[src/rtl/seven_seg_pkg.sv]
// Shared definitions for the 7-segment scan driver.
//   NUM_DIGITS_DEF : default number of scanned digits
//   MAX_DIGITS     : widest anode vector the helper function can produce
//   AN_OFF         : all anodes off (active-low, so all ones)
//   onehot_n()     : active-low one-hot anode pattern for a digit index
package seven_seg_pkg;

    localparam int NUM_DIGITS_DEF = 4;
    localparam int MAX_DIGITS     = 16;

    localparam logic [MAX_DIGITS-1:0] AN_OFF = '1;

    function automatic logic [MAX_DIGITS-1:0] onehot_n(input logic [3:0] idx);
        logic [MAX_DIGITS-1:0] oh;
        oh      = '0;
        oh[idx] = 1'b1;
        return ~oh;
    endfunction

endpackage

[src/rtl/seven_seg_scan_driver_tick.sv]
// Prescaler producing one tick per digit slot.
//   clk    : system clock, rising edge
//   rst_n  : asynchronous active-low reset
//   enable : 1 = count, 0 = hold prescaler value
//   tick   : high for the last cycle of each slot while enabled
module scan_tick_gen #(
    parameter int CLK_DIV = 50000
) (
    input  logic clk,
    input  logic rst_n,
    input  logic enable,
    output logic tick
);

    localparam int              PW   = $clog2(CLK_DIV);
    localparam logic [PW-1:0]   LAST = PW'(CLK_DIV - 1);

    logic [PW-1:0] prescaler;

    assign tick = enable && (prescaler == LAST);

    always_ff @(posedge clk or negedge rst_n) begin
        if (!rst_n) begin
            prescaler <= '0;
        end else if (enable) begin
            prescaler <= tick ? '0 : prescaler + 1'b1;
        end
    end

endmodule

[src/rtl/seven_seg_scan_driver.sv]
// Time-multiplexed scan driver for a common-anode multi-digit display.
//   clk          : system clock, rising edge
//   rst_n        : asynchronous active-low reset
//   enable       : 1 = scan running, 0 = display dark and scan frozen
//   load         : 1-cycle strobe capturing value into the pending register
//   value        : hex value to show, nibble 0 = rightmost digit
//   blank_lz     : 1 = blank leading zero digits (digit 0 never blanked)
//   digit_nibble : nibble of the active digit, to the segment decoder
//   an_n         : active-low anode enables, at most one bit low
//   frame_done   : 1-cycle pulse when the scan wraps back to digit 0
module seven_seg_scan_driver
    import seven_seg_pkg::*;
#(
    parameter int CLK_DIV    = 50000,
    parameter int NUM_DIGITS = NUM_DIGITS_DEF
) (
    input  logic                    clk,
    input  logic                    rst_n,
    input  logic                    enable,
    input  logic                    load,
    input  logic [4*NUM_DIGITS-1:0] value,
    input  logic                    blank_lz,
    output logic [3:0]              digit_nibble,
    output logic [NUM_DIGITS-1:0]   an_n,
    output logic                    frame_done
);

    localparam int                  VW       = 4 * NUM_DIGITS;
    localparam int                  IW       = (NUM_DIGITS > 1) ? $clog2(NUM_DIGITS) : 1;
    localparam logic [IW-1:0]       LAST_IDX = IW'(NUM_DIGITS - 1);
    localparam logic [NUM_DIGITS-1:0] AN_OFF_L = AN_OFF[NUM_DIGITS-1:0];

    logic                  tick;
    logic [IW-1:0]         idx, idx_next;
    // Cleared by reset: the first tick lights digit 0 instead of advancing,
    // so the display stays dark until one full slot has elapsed.
    logic                  started, started_next;
    logic [VW-1:0]         disp, disp_next, pending;
    logic                  pend_v;
    logic                  wrap, commit, blank, zero_run;
    logic [3:0]            nib_next;
    logic [MAX_DIGITS-1:0] an_full;
    logic [NUM_DIGITS-1:0] an_sel;

    scan_tick_gen #(.CLK_DIV(CLK_DIV)) u_tick (
        .clk    (clk),
        .rst_n  (rst_n),
        .enable (enable),
        .tick   (tick)
    );

    always_comb begin
        wrap         = tick && started && (idx == LAST_IDX);
        commit       = wrap && pend_v;
        started_next = started | tick;

        idx_next = idx;
        if (tick && started) begin
            idx_next = wrap ? '0 : idx + 1'b1;
        end

        // Outputs on the commit edge already reflect the new frame value.
        disp_next = commit ? pending : disp;

        nib_next = '0;
        for (int i = 0; i < NUM_DIGITS; i++) begin
            if (idx_next == IW'(i)) nib_next = disp_next[4*i +: 4];
        end

        // Walk down from the top digit; a digit is a leading zero while every
        // nibble from it upward is zero. Digit 0 is never considered.
        blank    = 1'b0;
        zero_run = 1'b1;
        for (int i = NUM_DIGITS - 1; i >= 1; i--) begin
            zero_run = zero_run && (disp_next[4*i +: 4] == 4'h0);
            if ((idx_next == IW'(i)) && zero_run) blank = blank_lz;
        end

        an_full = onehot_n(4'(idx_next));
        an_sel  = an_full[NUM_DIGITS-1:0];
    end

    always_ff @(posedge clk or negedge rst_n) begin
        if (!rst_n) begin
            idx          <= '0;
            started      <= 1'b0;
            disp         <= '0;
            pending      <= '0;
            pend_v       <= 1'b0;
            digit_nibble <= 4'h0;
            an_n         <= AN_OFF_L;
            frame_done   <= 1'b0;
        end else begin
            idx     <= idx_next;
            started <= started_next;

            if (commit) begin
                disp   <= pending;
                pend_v <= 1'b0;
            end
            // A load on the commit edge becomes pending for the next frame.
            if (load) begin
                pending <= value;
                pend_v  <= 1'b1;
            end

            if (enable) begin
                digit_nibble <= nib_next;
                an_n         <= (started_next && !blank) ? an_sel : AN_OFF_L;
                frame_done   <= wrap;
            end else begin
                an_n       <= AN_OFF_L;
                frame_done <= 1'b0;
            end
        end
    end

endmodule
[config.mk]
export PLATFORM = sky130hd
export DESIGN_NAME = seven_seg_scan_driver
export DESIGN_NICKNAME = d
export VERILOG_FILES = /design/src/rtl/seven_seg_pkg.sv /design/src/rtl/seven_seg_scan_driver_tick.sv /design/src/rtl/seven_seg_scan_driver.sv
export SDC_FILE = /design/constraint.sdc
export NUM_CORES = 1
export LEC_CHECK = 0
export CORE_ASPECT_RATIO = 1.75
export CORE_MARGIN = 10
export CORE_UTILIZATION = 47
export CTS_CLUSTER_SIZE = 24
export DETAILED_ROUTE_END_ITERATION = 10
export GPL_TIMING_DRIVEN = 1
export PLACE_DENSITY = 0.73
export SYNTH_ARGS = -nofsm -noshare
export SYNTH_HDL_FRONTEND = slang
export SYNTH_SLANG_ARGS = --single-unit
[constraint.sdc]
create_clock -name clk -period 3 [get_ports clk]
set_clock_uncertainty 0.15 [all_clocks]
set_input_delay 0.45 -clock clk [delete_from_list [all_inputs] [get_ports clk]]
set_output_delay 0.45 -clock clk [all_outputs]
set_load 0.03 [all_outputs]
* Word level (Yosys, flattened, before mapping)
Index checks and enable logic that the tools add are counted.
** Operators by class
- Bitwise logic cells :: 2
- Equality and inequality tests :: 5
- Reductions and logical operators :: 17
- Muxes and demuxes :: 18
- Magnitude comparators :: 2
- $add $sub $neg :: 2
** Operator list (number)
- $mux W16 :: 2
- $mux W4 :: 6
- $add A16 B1 Y16 const B :: 1
- $eq A16 B16 Y1 const B :: 1
- $logic_not A4 Y1 :: 3
- $logic_and A1 B1 Y1 :: 11
- $mux W1 :: 7
- $eq A2 B2 Y1 const B :: 3
- $lt A2 B5 Y1 const B :: 1
- $mux W2 :: 2
- $not A4 Y4 :: 1
- $add A2 B1 Y2 const B :: 1
- $demux W1 S2 :: 1
- $eq A2 B1 Y1 const B :: 1
- $ge A2 B1 Y1 const B :: 1
- $logic_not A2 Y1 :: 1
- $reduce_bool A2 Y1 :: 1
- $logic_not A1 Y1 :: 1
- $or A1 B1 Y1 :: 1
** Word-level totals
- Logic and storage cells :: 55
- Flip-flop bits (word level) :: 61
- Input port bits :: 21
- Output and inout bits :: 9

* Logic depth before layout (Yosys ltp)
Gate-level depths: netlist (run 1).
- Depth after elaboration :: 15
- Depth in mapped cells :: 9
- Mapped depth without buffers :: 8

* Modules after synthesis
From an unflattened synthesis (run 1), not the netlist that was laid out.
** Second synthesis, totals
- Cell total of the unflattened synthesis :: 228
- Area total of the unflattened synthesis :: 2771.4 um2
** By module, submodules not included
- seven_seg_scan_driver :: cells an instance 154, sequential area each 1131.1 um2, area an instance 1988.2 um2, times used 1
- scan_tick_gen :: cells an instance 74, sequential area each 400.4 um2, area an instance 783.3 um2, times used 1

* Worst setup path before layout (run 1)
OpenSTA, ideal clock, no wires.
- Path kind :: flip-flop to flip-flop
- From :: register u_tick.prescaler[7]
- To :: register digit_nibble[3]
- Period minus slack after synthesis :: 2.630 ns
- Stages on the path, launching flop included :: 9
- Setup time :: 0.126 ns
- Required time :: 2.724 ns
- Path slack :: 0.370 ns
- Arrival time :: 2.355 ns
- Cells stage by stage :: dfrtp_1 > or4b_4 > nor4_2 > and4_4 > buf_12 > mux2_4 > o21ba_1 > a221oi_2 > o21ai_1
** On the way
- Elaborated cells between the ends (all ways) :: 16
- Those cells by class :: 4 x eq/ne; 7 x mux; 5 x reduce/logical
** RTL lines
- from (decl) :: RTL line seven_seg_scan_driver_tick.sv:18 : logic [PW-1:0] prescaler;
- from (signal assigned) :: RTL line seven_seg_scan_driver_tick.sv:26 : prescaler <= tick ? '0 : prescaler + 1'b1;
- $eq A16 B16 Y1 :: RTL line seven_seg_scan_driver_tick.sv:20 : assign tick = enable && (prescaler == LAST);
- $logic_and A1 B1 Y1 :: RTL line seven_seg_scan_driver_tick.sv:20
- $logic_and A1 B1 Y1 (2 in a row) :: RTL line seven_seg_scan_driver.sv:53 : wrap = tick && started && (idx == LAST_IDX);
- $logic_and A1 B1 Y1 :: RTL line seven_seg_scan_driver.sv:54 : commit = wrap && pend_v;
- $mux W16
- net disp_next[11] :: RTL line seven_seg_scan_driver.sv:38 : logic [VW-1:0] disp, disp_next, pending;
- $mux W4 (2 in a row) :: RTL line seven_seg_scan_driver.sv:67 : if (idx_next == IW'(i)) nib_next = disp_next[4*i +: 4];
- to (signal assigned) :: RTL line seven_seg_scan_driver.sv:108 : digit_nibble <= nib_next;
- to (decl) :: RTL line seven_seg_scan_driver.sv:23 : output logic [3:0] digit_nibble,
The timed path passes the listed nets, and every way through them passes these cells.
A chain may end at the register's enable or synchronous reset.

* Final worst setup path (run 1)
- From :: register u_tick.prescaler[7]
- To :: register digit_nibble[1]
** On the way
- Elaborated cells between the ends (all ways) :: 16
- Those cells by class :: 4 x eq/ne; 7 x mux; 5 x reduce/logical
** RTL lines (RTL line)
- $eq A16 B16 Y1 :: seven_seg_scan_driver_tick.sv:20
- $logic_and A1 B1 Y1 :: seven_seg_scan_driver_tick.sv:20
- $logic_and A1 B1 Y1 (2 in a row) :: seven_seg_scan_driver.sv:53
- $logic_and A1 B1 Y1 :: seven_seg_scan_driver.sv:54
- $mux W16
- net disp_next[5] :: seven_seg_scan_driver.sv:38
- $mux W4 (3 in a row) :: seven_seg_scan_driver.sv:67
The timed path passes the listed nets, and every way through them passes these cells.

==> results.py, run 1 <==
metrics = {
    "clock_network": {
        "clk_latency_ps": 340,
        "clkTransAtPathRegs_ps": 70,
        "clock-root-buffer": "clkbuf_8",
        "cts_resized": 0,
        "tritoncts": "done",
        "cts_max_level": 3,
        "numCtsBuffers": 9,
        "cts_buffer_depth": 2,
        "clkSinkCount": 61,
    },
    "critical_path": {
        "worst_path_max_delay_cell": "or4b_4",
        "crit_path_start_kind": "register",
        "crit_type": "reg2reg",
        "cp_cell_sequence": "or4b_4, nor4_2, and4_4, buf_4, mux2_2, a221oi_1, o21ai_1",
        "critPathMaxStageDelay_ps": 590,
        "required_ps": 3070,
        "arrival_ps": 2940,
        "path_max_fanout": 9,
        "end_kind": "register",
    },
    "place": {
        "place_area_sq_um": 3156,
        "place_congestion": 0.8467,
        "hpwlAfterDp_mm": 4.288,
        "portBuffers": 29,
        "dpl.cell_count": 327,
    },
    "pwr": {
        "p_seq_share_pct": 55.0,
        "max-vdd-ir-drop_uv": 367.6,
        "combPwrFrac_pct": 9.5,
        "p_clk_share_pct": 35.5,
        "leakagePower_nw": 1.516,
        "power_density_nw_per_um2": 506.0,
        "p_sw_share_pct": 25.80,
        "p_int_w": 0.001262,
        "switchingPower_w": 0.0004390,
    },
    "sta": {
        "min_period_ps": 2871,
        "worst_slew_pin_slew_ps": 764.3,
        "setup-violations-final": 0,
        "rsz0062_at_grt": "false",
        "maxSlewHeadroom_pct": 48.88,
        "slew_violations": 0,
        "fin_crit_sh_pct": 95.69,
        "fmax_mhz": 348.4,
        "finalSetupTns_ps": 0,
        "hold_viol_final": 0,
    },
    "yosys": {
        "yosysTopAreaCell": "dfrtp_1",
        "synth_seq_cells": 61,
        "netlist.area_leader.share_pct": 51.54,
        "syn_nets": 242,
        "async_reset_ff_share_pct": 100.0,
        "syn_area_sq_um": 2768,
        "synth.area.top_cells": "dfrtp_1 52%, mux2_2 11%, dfstp_2 3.8%",
        "synth.distinct_cells": 58,
        "synth-seq-area-share_pct": 55.33,
        "syn_inst": 219,
        "ys_warn_count": 0,
        "synth_edf_count": 0,
        "synth_flop_cell": "dfrtp_1",
        "avgSynthCellArea_sq_um": 12.64,
    },
    "die": {
        "die_area_sq_um": 9479,
        "die_w_microns": 78.01,
        "die_height_microns": 121.5,
        "start_util_pct": 49.16,
        "core-area_sq_um": 5630,
        "ios": 30,
        "rows": 36,
    },
    "route": {
        "drtAntennaViolNets": 0,
        "wirelength_mm": 5.832,
        "firstDrtPassIters": 4,
        "wl_per_cell_microns": 16.71,
        "num_vias": 1885,
        "dr.first_iter.drc_count": 114,
        "drcViolationCount": 0,
        "vias_per_cell": 5.401,
    },
    "finish": {
        "final_common_cell": "dfrtp_1",
        "nets": 291,
        "drive_gt1_share_pct": 29.30,
        "synthToLayoutAreaGrowth_pct": 21.47,
        "diodes": 0,
        "layout_common_cells": "57 x dfrtp_1, 28 x mux2_2, 28 x clkdlybuf4s50_1, 18 x nand2_1",
        "finalInstanceArea_sq_um": 3362,
        "final_cells": 349,
    },
    "min_path": {
        "hold_path.class": "in2async",
    },
    "global_routing": {
        "grt_pass1_wl_mm": 9.818,
        "track_usage_pct": 13.25,
        "grt_overflow": 0,
        "antenna_found_initial": 0,
        "grt_pass1_vias": 2095,
        "grt_max_degree": 55,
    },
    "flow_run": {
        "maxCapViolCount": 0,
    },
    "status": {
        "outcome": "completed",
    },
}
## layer usage
layer,track usage (%),part of all wire (%),vias up
li1,-,-,887
met4,7.770,2.6,0
met2,23.75,55,37
met5,0,0,-
met3,4.006,3.9,12
met1,13.11,39,949
## worst max-delay path: cells and delay by family, from the launching register on
kind / cells / cell delay [ps]
DFF: 1 / 400
and+or+nand+nor: 3 / 1290
AOI/OAI and AO/OA: 2 / 420
muxes: 1 / 340
buffers and inverters: 1 / 140
## what timing repair did
action / in CTS / in global routing
hold buffers: 1 / 0
endpoints found under the setup margin: 0 / 1
setup buffers: 0 / 5
endpoints found under the hold margin: 7 / 0
## power groups by stage
stage / clock network (W) / logic (W) / registers [W]
floorplan: 0 / 0.0000863 / 0.000938
global placement: 0 / 0.000157 / 0.000948
detailed placement: 0 / 0.000163 / 0.000950
CTS: 0.000624 / 0.000165 / 0.000935
global route: 0.000663 / 0.000182 / 0.000945
finish: 0.000604 / 0.000162 / 0.000935
## path summary, 6_finish.rpt
kind	start	end	slack (ps)	depth (start not counted)
worst max-delay path	u_tick.prescaler[7]$_DFFE_PN0P_	digit_nibble[1]$_DFFE_PN0P_	130	7
worst min-delay path	rst_n	pending[12]$_DFFE_PN0P_	330	2
worst max register to register	u_tick.prescaler[7]$_DFFE_PN0P_	digit_nibble[1]$_DFFE_PN0P_	130	7
worst min register to register	u_tick.prescaler[13]$_DFFE_PN0P_	u_tick.prescaler[13]$_DFFE_PN0P_	340	1
max in group asynchronous	rst_n	u_tick.prescaler[10]$_DFFE_PN0P_	1480	3
min in group clk	u_tick.prescaler[13]$_DFFE_PN0P_	u_tick.prescaler[13]$_DFFE_PN0P_	340	1
## logic make-up after synthesis
| family | share of synthesized area (%) |
|---|---|
| DFF | 55.33 |
| buffers and inverters | 2.848 |
| xor gates and xnor gates | 4.430 |
| and+or+nand+nor | 13.65 |
| AOI/OAI and AO/OA | 8.048 |
| muxes | 14.78 |
| adders and majority gates | 0.9040 |
## registers in the layout, indices dropped and copies added (netlist names)
signal,cells
u_tick.prescaler,16
pend_v,1
pending,16
disp,16
an_n,4
digit_nibble,4
started,1
idx,2
frame_done,1
## cell usage after synthesis, types with 2 or more instances
master	instances
xor2_1	7
and3_1	2
nand4_1	3
a211oi_1	2
clkbuf_1	2
nor2_1	14
or4_1	2
xnor2_1	7
ha_1	2
o21ai_1	4
a21oi_1	6
mux2i_1	2
mux2_2	28
nand3_1	8
nand2_1	18
o21ai_0	2
nor4_1	3
mux2_4	4
dfstp_2	4
dfrtp_1	57
inv_1	5
## layout make-up
| class | count | area [sq um] |
|---|---|---|
| inverters | 5 | 18.77 |
| well taps | 76 | 95.09 |
| flip-flops and latches | 61 | 1531 |
| clock buffers | 11 | 131.4 |
| fillers | 487 | 2268 |
| clock inverters | 5 | 27.53 |
| multi-input cells | 147 | 1157 |
| repair buffers | 44 | 400.4 |
## per-stage QoR
stage          util (%)  hold slack [ps]  setup WS (ps)  power (W)
6_report          59.71            329.5          129.4   0.001701
5_1_grt           59.71            336.9          37.71   0.001790
4_1_cts           59.04            320.4          99.51   0.001724
3_5_place_dp      56.04            147.8          50.34   0.001112
3_3_place_gp      56.04            145.5          84.37   0.001106
2_1_floorplan         -            4.409          369.7   0.001024
Note: power is estimated with default switching activity, not from simulation.
==> inputs of run 2 (changes only) <==
--- a/config.mk
+++ b/config.mk
@@ -10,8 +10,10 @@
 export CORE_UTILIZATION = 47
 export CTS_CLUSTER_SIZE = 24
 export DETAILED_ROUTE_END_ITERATION = 10
-export GPL_TIMING_DRIVEN = 1
-export PLACE_DENSITY = 0.73
+export DONT_BUFFER_PORTS = 1
+export GPL_TIMING_DRIVEN = 0
+export PLACE_DENSITY = 0.67
+export SETUP_SLACK_MARGIN = 0.15
 export SYNTH_ARGS = -nofsm -noshare
 export SYNTH_HDL_FRONTEND = slang
 export SYNTH_SLANG_ARGS = --single-unit
==> results.py, run 2 (synthesis gave the netlist of run 1 again) <==
metrics = {
    "min_path": {
        "holdPathStages": 1,
        "worstHoldStart": "value[7]",
        "hold_path.class": "in2reg",
    },
    "global_routing": {
        "grt_overflow": 0,
        "grt_pass1_wl_mm": 9.045,
        "grt_pass1_vias": 1853,
        "grt_max_degree": 62,
        "antenna_found_initial": 1,
        "track_usage_pct": 12.20,
    },
    "critical_path": {
        "crit_type": "reg2reg",
        "endpoint": "digit_nibble[2]$_DFFE_PN0P_",
        "ff2ff_path_depth": 8,
        "required_ps": 3080,
        "path_max_fanout": 10,
        "cp_cell_sequence": "or4bb_4, nor4_4, and4_4, buf_12, mux2_2, a21oi_1, o21ai_1, o22a_1",
        "worstSetupPathDepth": 8,
        "reg2reg_slack_ps": 220,
        "crit_path_start_kind": "register",
        "crit_buf_inv": 1,
        "worstSetupStartpoint": "u_tick.prescaler[5]$_DFFE_PN0P_",
        "worst_path_max_delay_cell": "or4bb_4",
        "arrival_ps": 2850,
        "end_kind": "register",
        "cpLargestDelayFamily": "simple AND/OR/NAND/NOR gates",
        "r2r-start": "u_tick.prescaler[5]$_DFFE_PN0P_",
        "critPathMaxStageDelay_ps": 570,
        "reg2reg_to": "digit_nibble[2]$_DFFE_PN0P_",
    },
    "clock_network": {
        "cts_max_level": 3,
        "clkTransAtPathRegs_ps": 70,
        "cts_buffer_depth": 2,
        "tritoncts": "done",
        "clkSinkCount": 61,
        "clk_latency_ps": 340,
        "clock-root-buffer": "clkbuf_8",
        "numCtsBuffers": 9,
    },
    "place": {
        "place_area_sq_um": 2863,
        "portBuffers": 0,
        "place_congestion": 0.8862,
        "hpwlAfterDp_mm": 3.921,
    },
    "sta": {
        "min_period_ps": 2777,
        "setup-violations-final": 0,
        "maxSlewHeadroom_pct": 58.82,
        "slew_violations": 0,
        "rsz0062_at_grt": "true",
        "fin_crit_sh_pct": 92.55,
        "hold_viol_final": 0,
        "fmax_mhz": 360.2,
        "worst_slew_pin_slew_ps": 617.6,
        "finalSetupTns_ps": 0,
    },
    "route": {
        "firstDrtPassIters": 4,
        "num_vias": 1729,
        "drcViolationCount": 0,
        "vias_per_cell": 5.403,
        "wl_per_cell_microns": 16.73,
        "dr.first_iter.drc_count": 80,
        "wirelength_mm": 5.352,
        "drtAntennaViolNets": 0,
    },
    "die": {
        "die_area_sq_um": 9479,
        "die_height_microns": 121.5,
        "core-area_sq_um": 5630,
        "die_w_microns": 78.01,
        "ios": 30,
        "start_util_pct": 49.16,
        "rows": 36,
    },
    "status": {
        "outcome": "completed",
    },
    "finish": {
        "layout_common_cells": "56 x dfrtp_1, 28 x mux2_2, 18 x nand2_1, 14 x nor2_1, 10 x clkbuf_8",
        "multiInputGateArea_sq_um": 1189,
        "nets": 261,
        "fill_cells": 474,
        "drive_gt1_share_pct": 33.33,
        "finalInstanceArea_sq_um": 3196,
        "fin_util_pct": 56.76,
        "final_common_cell": "dfrtp_1",
        "synthToLayoutAreaGrowth_pct": 15.46,
        "top_regs": "disp (16), pending (16), u_tick.prescaler (16)",
        "regArea_sq_um": 1533,
    },
    "flow_run": {
        "maxCapViolCount": 0,
    },
    "pwr": {
        "max-vdd-ir-drop_uv": 359.6,
        "power_density_nw_per_um2": 584.7,
        "total_power_w": 0.001868,
        "leakagePower_nw": 1.452,
    },
}
-- run 2: per-layer routing --
metal / wire length, microns / track usage (%) / vias up / part of all wire [%]
met5: 0 / 0 / - / 0
met4: 250 / 9.347 / 0 / 4.7
met3: 299 / 4.525 / 19 / 5.6
met2: 2719 / 20.21 / 34 / 51
met1: 2082 / 12.12 / 846 / 39
li1: - / - / 830 / -
-- run 2: what timing repair did --
item	CTS	global route
resized for setup	3	3
setup buffers	0	6
hold endpoints to repair	61	0
pin swaps	0	2
endpoints found under the setup margin	3	6
gates cloned	0	0
hold buffers	2	0
-- run 2: how the worst min path moves through the flow --
| stage | to |
|---|---|
| floorplan | digit_nibble[0]$_DFFE_PN0P_ |
| global placement | u_tick.prescaler[3]$_DFFE_PN0P_ |
| detailed placement | u_tick.prescaler[3]$_DFFE_PN0P_ |
| CTS | pending[2]$_DFFE_PN0P_ |
| global route | pending[2]$_DFFE_PN0P_ |
| finish | pending[7]$_DFFE_PN0P_ |
-- run 2: where the power goes --
group / switching [W] / internal, W
Combinational: 0.0000706 / 0.0000832
Clock: 0.000313 / 0.000467
Sequential: 0.0000531 / 0.000881
Total: 0.000437 / 0.00143
-- run 2: through the flow --
stage,hold slack (ps),setup WS (ps),std cells
floorplan,4.409,369.7,219
global placement,7.923,90.26,295
detailed placement,8.085,82.19,295
CTS,94.92,158.7,313
global route,91.53,126.2,320
finish,108.6,223.5,320
-- run 2: final cells by class --
cell class,instances,share of cell area [%]
flip-flops and latches,61,47.96
multi-input cells,147,37.20
clock buffers,10,3.994
well taps,76,2.976
clock inverters,6,2.741
repair buffers,8,2.584
plain buffers,6,1.879
inverters,5,0.5873
diodes,1,0.07831
-- run 2: worst register-to-register path, stage by stage (launching register included) --
cell     delay (ps)
dfrtp_2         430
or4bb_4         570
nor4_4          300
and4_4          290
buf_12          140
mux2_2          350
a21oi_1         180
o21ai_1         100
o22a_1          160
